`src/rtl/fwd_pkg.sv`:
```
// Shared types and constants for the forwarding/hazard scoreboard.
package fwd_pkg;

    // Entries store rd at a fixed width so the struct needs no parameters.
    localparam int FWD_RD_W   = 8;
    localparam int FWD_CNT_W  = 16;
    localparam int FWD_SEL_RF = 0;

    typedef struct packed {
        logic                valid;
        logic [FWD_RD_W-1:0] rd;
        logic                is_load;
    } fwd_entry_t;

endpackage

```
`src/rtl/fwd_scoreboard_if.sv`:
```
// Decode-side bundle: operand/destination info in, bypass selects and stall out.
interface fwd_scoreboard_if
    import fwd_pkg::*;
#(
    parameter int REG_ADDR_W = 3,
    parameter int NUM_SRC    = 2,
    parameter int FWD_DEPTH  = 3,
    parameter int SEL_W      = $clog2(FWD_DEPTH + 1)
);
    logic                          id_valid;
    logic [NUM_SRC*REG_ADDR_W-1:0] id_src_addr;
    logic [NUM_SRC-1:0]            id_src_used;
    logic [REG_ADDR_W-1:0]         id_rd_addr;
    logic                          id_rd_we;
    logic                          id_is_load;
    logic                          flush;
    logic [FWD_DEPTH-1:0]          flush_mask;
    logic [NUM_SRC*SEL_W-1:0]      fwd_sel;
    logic                          stall;
    logic [FWD_CNT_W-1:0]          stall_cnt;

    modport master (
        output id_valid, id_src_addr, id_src_used, id_rd_addr, id_rd_we, id_is_load,
        output flush, flush_mask,
        input  fwd_sel, stall, stall_cnt
    );

    modport slave (
        input  id_valid, id_src_addr, id_src_used, id_rd_addr, id_rd_we, id_is_load,
        input  flush, flush_mask,
        output fwd_sel, stall, stall_cnt
    );
endinterface

```
`src/rtl/fwd_match.sv`:
```
// Priority search of the in-flight tags for one source operand; youngest match wins.
module fwd_match
    import fwd_pkg::*;
#(
    parameter int REG_ADDR_W = 3,
    parameter int FWD_DEPTH  = 3,
    parameter int MEM_LAT    = 1,
    parameter int SEL_W      = $clog2(FWD_DEPTH + 1)
) (
    input  fwd_entry_t [FWD_DEPTH-1:0] entries_i,
    input  logic [REG_ADDR_W-1:0]      src_addr_i,
    input  logic                       src_used_i,
    output logic [SEL_W-1:0]           sel_o,
    output logic                       unready_o
);

    logic hit;
    int   win_k;
    logic win_load;
    logic ready;

    // Scan oldest to youngest so the lowest matching index is the last one written.
    always_comb begin
        hit      = 1'b0;
        win_k    = 0;
        win_load = 1'b0;
        for (int k = FWD_DEPTH - 1; k >= 0; k--) begin
            if (src_used_i && entries_i[k].valid &&
                (entries_i[k].rd == FWD_RD_W'(src_addr_i))) begin
                hit      = 1'b1;
                win_k    = k;
                win_load = entries_i[k].is_load;
            end
        end
    end

    assign ready     = !(win_load && (win_k < MEM_LAT));
    assign sel_o     = (hit && ready) ? SEL_W'(win_k + 1) : SEL_W'(FWD_SEL_RF);
    assign unready_o = hit && !ready;

endmodule

```
`src/rtl/fwd_scoreboard.sv`:
```
// Forwarding/hazard unit: tag shift register from EX to WB, per-operand bypass select, load-use stall.
module fwd_scoreboard
    import fwd_pkg::*;
#(
    parameter int REG_ADDR_W = 3,
    parameter int NUM_SRC    = 2,
    parameter int FWD_DEPTH  = 3,
    parameter int MEM_LAT    = 1,
    parameter int SEL_W      = $clog2(FWD_DEPTH + 1)
) (
    input logic              clk,
    input logic              rst_n,
    fwd_scoreboard_if.slave  bus
);

    logic [FWD_DEPTH-1:0] vld_q, vld_d;
    logic [FWD_DEPTH-1:0] ld_q, ld_d;
    logic [FWD_RD_W-1:0]  rd_q [FWD_DEPTH];
    logic [FWD_RD_W-1:0]  rd_d [FWD_DEPTH];
    logic [FWD_CNT_W-1:0] cnt_q, cnt_d;

    fwd_entry_t [FWD_DEPTH-1:0] entries;
    logic [NUM_SRC-1:0]         unready;
    logic                       stall;
    logic                       issue;

    function automatic logic [FWD_CNT_W-1:0] sat_inc(input logic [FWD_CNT_W-1:0] v,
                                                     input logic              en);
        return (en && (v != '1)) ? v + 1'b1 : v;
    endfunction

    always_comb begin
        for (int k = 0; k < FWD_DEPTH; k++) begin
            entries[k] = '{valid: vld_q[k], rd: rd_q[k], is_load: ld_q[k]};
        end
    end

    for (genvar s = 0; s < NUM_SRC; s++) begin : g_src
        fwd_match #(
            .REG_ADDR_W(REG_ADDR_W),
            .FWD_DEPTH (FWD_DEPTH),
            .MEM_LAT   (MEM_LAT),
            .SEL_W     (SEL_W)
        ) u_match (
            .entries_i (entries),
            .src_addr_i(bus.id_src_addr[s*REG_ADDR_W +: REG_ADDR_W]),
            .src_used_i(bus.id_src_used[s]),
            .sel_o     (bus.fwd_sel[s*SEL_W +: SEL_W]),
            .unready_o (unready[s])
        );
    end

    // A younger unready producer stalls even when an older ready copy exists.
    assign stall = bus.id_valid && !bus.flush && (|unready);
    assign issue = bus.id_valid && bus.id_rd_we && !stall && !bus.flush;

    always_comb begin
        vld_d = '0;
        ld_d  = '0;
        rd_d  = '{default: '0};
        vld_d[0] = issue;
        rd_d[0]  = FWD_RD_W'(bus.id_rd_addr);
        ld_d[0]  = bus.id_is_load;
        // The kill mask is indexed by the entry before it shifts.
        for (int k = 1; k < FWD_DEPTH; k++) begin
            vld_d[k] = vld_q[k-1] && !bus.flush_mask[k-1];
            rd_d[k]  = rd_q[k-1];
            ld_d[k]  = ld_q[k-1];
        end
        cnt_d = sat_inc(cnt_q, stall);
    end

    always_ff @(posedge clk or negedge rst_n) begin
        if (!rst_n) begin
            vld_q <= '0;
            cnt_q <= '0;
        end else begin
            vld_q <= vld_d;
            cnt_q <= cnt_d;
        end
    end

    // Payload is qualified by vld_q, so it needs no reset.
    always_ff @(posedge clk) begin
        rd_q <= rd_d;
        ld_q <= ld_d;
    end

    assign bus.stall     = stall;
    assign bus.stall_cnt = cnt_q;

endmodule
```
`src/flat_wrapper.sv`:
```
// flat-port wrapper written by rule: the top's interface ports become plain ports
module fwd_scoreboard_flat import fwd_pkg::*;
#(
    parameter int REG_ADDR_W = 3,
    parameter int NUM_SRC    = 2,
    parameter int FWD_DEPTH  = 3,
    parameter int MEM_LAT    = 1,
    parameter int SEL_W      = $clog2(FWD_DEPTH + 1)
)
  (clk, rst_n, bus_id_valid, bus_id_src_addr, bus_id_src_used, bus_id_rd_addr, bus_id_rd_we, bus_id_is_load, bus_flush, bus_flush_mask, bus_fwd_sel, bus_stall, bus_stall_cnt);
  fwd_scoreboard_if #(.REG_ADDR_W(REG_ADDR_W), .NUM_SRC(NUM_SRC), .FWD_DEPTH(FWD_DEPTH), .SEL_W(SEL_W)) bus_i ();
  input logic clk;
  input logic rst_n;
  input wire logic [$bits(bus_i.id_valid)-1:0] bus_id_valid;
  input wire logic [$bits(bus_i.id_src_addr)-1:0] bus_id_src_addr;
  input wire logic [$bits(bus_i.id_src_used)-1:0] bus_id_src_used;
  input wire logic [$bits(bus_i.id_rd_addr)-1:0] bus_id_rd_addr;
  input wire logic [$bits(bus_i.id_rd_we)-1:0] bus_id_rd_we;
  input wire logic [$bits(bus_i.id_is_load)-1:0] bus_id_is_load;
  input wire logic [$bits(bus_i.flush)-1:0] bus_flush;
  input wire logic [$bits(bus_i.flush_mask)-1:0] bus_flush_mask;
  output wire logic [$bits(bus_i.fwd_sel)-1:0] bus_fwd_sel;
  output wire logic [$bits(bus_i.stall)-1:0] bus_stall;
  output wire logic [$bits(bus_i.stall_cnt)-1:0] bus_stall_cnt;
  assign bus_i.id_valid = bus_id_valid;
  assign bus_i.id_src_addr = bus_id_src_addr;
  assign bus_i.id_src_used = bus_id_src_used;
  assign bus_i.id_rd_addr = bus_id_rd_addr;
  assign bus_i.id_rd_we = bus_id_rd_we;
  assign bus_i.id_is_load = bus_id_is_load;
  assign bus_i.flush = bus_flush;
  assign bus_i.flush_mask = bus_flush_mask;
  assign bus_fwd_sel = bus_i.fwd_sel;
  assign bus_stall = bus_i.stall;
  assign bus_stall_cnt = bus_i.stall_cnt;
  fwd_scoreboard #(.REG_ADDR_W(REG_ADDR_W), .NUM_SRC(NUM_SRC), .FWD_DEPTH(FWD_DEPTH), .MEM_LAT(MEM_LAT), .SEL_W(SEL_W)) u_core (.clk(clk), .rst_n(rst_n), .bus(bus_i));
endmodule
```
`config.mk`:
```
export PLATFORM = sky130hd
export DESIGN_NAME = fwd_scoreboard_flat
export DESIGN_NICKNAME = d
export VERILOG_FILES = /design/src/rtl/fwd_pkg.sv /design/src/rtl/fwd_scoreboard_if.sv /design/src/rtl/fwd_match.sv /design/src/rtl/fwd_scoreboard.sv /design/src/flat_wrapper.sv
export SDC_FILE = /design/constraint.sdc
export NUM_CORES = 1
export LEC_CHECK = 0
export CAP_MARGIN = 15
export CORE_MARGIN = 8
export CORE_UTILIZATION = 50
export DETAILED_ROUTE_END_ITERATION = 10
export GPL_ROUTABILITY_DRIVEN = 1
export PLACE_DENSITY_LB_ADDON = 0.05
export SETUP_SLACK_MARGIN = 0.1
export SYNTH_ARGS = -nofsm -noshare
export SYNTH_HDL_FRONTEND = slang
export SYNTH_SLANG_ARGS = --single-unit
export TNS_END_PERCENT = 5
```
`constraint.sdc`:
```
create_clock -name clk -period 6.5 [get_ports clk]
set_input_delay 1.3 -clock clk [delete_from_list [all_inputs] [get_ports clk]]
set_output_delay 1.3 -clock clk [all_outputs]
set_load 0.05 [all_outputs]
```
==> metrics.txt <==
die width 72.77 um; clk slew on worst S/H paths between 0.1 and 0.15 ns; number of flops mapped to enable cells by yosys 0; Routed WL 3427 um; Mapped Nets about 160; synthesized area between 1500 and 2000 um2; fraction of registers with async set/reset between 60% and 70%; drt wl/cell roughly 15 um; Synth cell types 25; HPWL Detailed 2650 um; RSZ-0062 raised after global routing no; placed cell areas around 2000 um2; post-synthesis average cell area 11.59 um2; Layout fillers 275; Hold Slack around 0.37 ns; vias in the first global route 1298; Final Max Tran Viols 0; Max-Cap Viols 0; max frequency 185.6 MHz; Worst IR Drop VDD approximately 130 uV; final setup TNS 0 ns; Diodes inserted 0; GPL Wtd Cong ~0.75; Most used DFF post-synth dfrtp_1; share of the synthesized area in the top cell type around 30%; CTS buffer count 5; # rows 20; Ports 41; hold wc startpoint u_core.ld_q[1]; final layout net count a little over 200; CP Depth 7; fin crit share approximately 83%; initial core utilization between 50% and 60%; Slowest cell on crit path clkdlybuf4s50_1; post-cts hold buffer count 0; Worst Hold Class reg -> reg; total gr overflow 0; status complete, no violations; port buffer count 39; Clock Skew about 0.0094 ns; die height between 70 and 80 um; post-layout min period roughly 5.4 ns; critical path's most frequent cell clkdlybuf4s50_1; largest net degree at the start of global routing 20; final number of hold-violating endpoints 0; setup slack at placement roughly 1.1 ns; CP peak stage delay approximately 0.80 ns; first-pass GRT wire length 5802 um; Non-Filler Cell Area, Final between 2000 and 2500 um2; power per standard cell area about 190 nW/um2; CTS tree yes; layout cell share with drive strength beyond 1 between 10% and 20%; final setup vio count 0; #FFs+latches synth 31; total power 403.4 uW; cell taking the most area after synthesis dfrtp_1; core footprint between 3000 and 4000 um2; initial antenna violation count 0; Post-CTS Setup Bufs 0; die area between 5000 and 6000 um2; Detail Route Antenna Nets 0; WP buf/inv 2; critical path's top delay family buffers and inverters; First-pass DRT Iterations 4; number of H-tree levels 2; initial DRC count 68; CTS Sinks 31; hold path depth 0; Max-Slew Margin vs Limit 40.62%; CP Cell Sequence clkdlybuf4s50_1 > xor2_1 > nor4_4 > and4bb_1 > o31ai_4 > o311a_1 > clkdlybuf4s50_1; Synth Warn # 0; Synth area leaders dfrtp_1 30%, dfxtp_1 15%, xor2_1 10%, nor4_4 7.9%, xnor2_1 7.1%; critical path class in -> out; Mapped Cells 139; vias per inst between 5 and 6; Residual DRC 0; Worst setup SP type input pin; Skew-Pair Late Insertion Delay between 0.3 and 0.4 ns; CP endpoint kind output pin; CP max FO 7; post-cts resize count 0; Critical Path Start bus_id_src_addr[2]; vias post-DR roughly 1200; reg-to-reg startpoint u_core.entries[3]; Worst Tran Pin Value 0.8880 ns; Worst EP arrival around 4.1 ns; synth-to-layout area growth 31.99%; final setup margin about 1.1 ns; CP required roughly 5.2 ns; Tot GR Track Use 13.73%; leakage 0.8469 nW; Max Root-Sink Buffers 2; Seq/Total Area, Yosys 44.41%; CTS root buffer clkbuf_4; Post-synth top cells 19 x dfrtp_1, 19 x xor2_1, 15 x nand2_1, 13 x xnor2_1, 12 x dfxtp_1; R2R depth 9
-- kinds of logic after synthesis --
group	Yosys count	synth area share (%)
and+or+nand+nor	63	27.10
xor gates and xnor gates	32	17.39
DFF	31	44.41
AOI/OAI and AO/OA	7	6.444
adders and majority gates	3	2.329
muxes	2	1.630
buffers and inverters	1	0.6987
-- stage by stage --
step,cells,util [%]
2_1_floorplan,139,-
6_report,229,69.67
5_1_grt,229,69.67
3_5_place_dp,221,67.01
4_1_cts,229,69.67
3_3_place_gp,221,67.01
-- flip-flops by register name, indices dropped and copies added (netlist names) --
name and count:
u_core.vld_q 3, u_core.bus.stall_cnt 16, u_core.entries 9, u_core.ld_q 3
-- placed cells by master (no fill, tap or decap) --
cell / instances
clkdlybuf4s50_1: 39
xor2_1: 19
dfrtp_1: 19
nand2_1: 15
xnor2_1: 13
dfxtp_1: 12
nand3_1: 9
nor2_1: 7
nor4_4: 6
nand4_1: 5
clkbuf_4: 5
nor2b_1: 4
and2_1: 4
nand2b_1: 3
and3_1: 3
ha_1: 3
and4bb_1: 2
and3b_1: 2
o31ai_4: 2
o21a_1: 2
o311a_1: 2
nor3_1: 2
and4b_1: 1
a221oi_4: 1
mux2_4: 1
mux2_2: 1
clkinv_2: 1
bufinv_16: 1
clkinv_4: 1
-- layer usage --
layer,track usage (%),part of all wire [%],vias up
met5,0,0,-
met3,5.357,6.9,5
met2,22.07,47,33
met4,4.000,0.90,0
li1,-,-,571
met1,16.45,45,561
-- report_power, final --
| part | switching [mW] | leakage, nW | internal, mW | total [mW] |
|---|---|---|---|---|
| registers | 0.00639 | 0.365 | 0.198 | 0.204 |
| logic | 0.0255 | 0.436 | 0.0201 | 0.0456 |
| clock network | 0.0727 | 0.0452 | 0.0809 | 0.154 |
-- area by class of cell --
| type | count | area, um2 | area share [%] |
|---|---|---|---|
| flip-flops and latches | 31 | 715.7 | 33.65 |
| clock inverters | 3 | 43.79 | 2.059 |
| well taps | 44 | 55.05 | 2.588 |
| clock buffers | 5 | 37.54 | 1.765 |
| multi-input cells | 107 | 884.6 | 41.59 |
| repair buffers | 39 | 390.4 | 18.35 |
-- final timing paths --
kind | end | slack [ns]
min reg2reg | u_core.ld_q[2] | 0.37
min | u_core.ld_q[2] | 0.37
max | bus_fwd_sel[1] | 1.11
max reg2reg | u_core.bus.stall_cnt[15] | 3.92
min in group asynchronous | u_core.bus.stall_cnt[0] | 1.46
max in group asynchronous | u_core.bus.stall_cnt[2] | 4.49
Power figures use the tool's default switching activity.
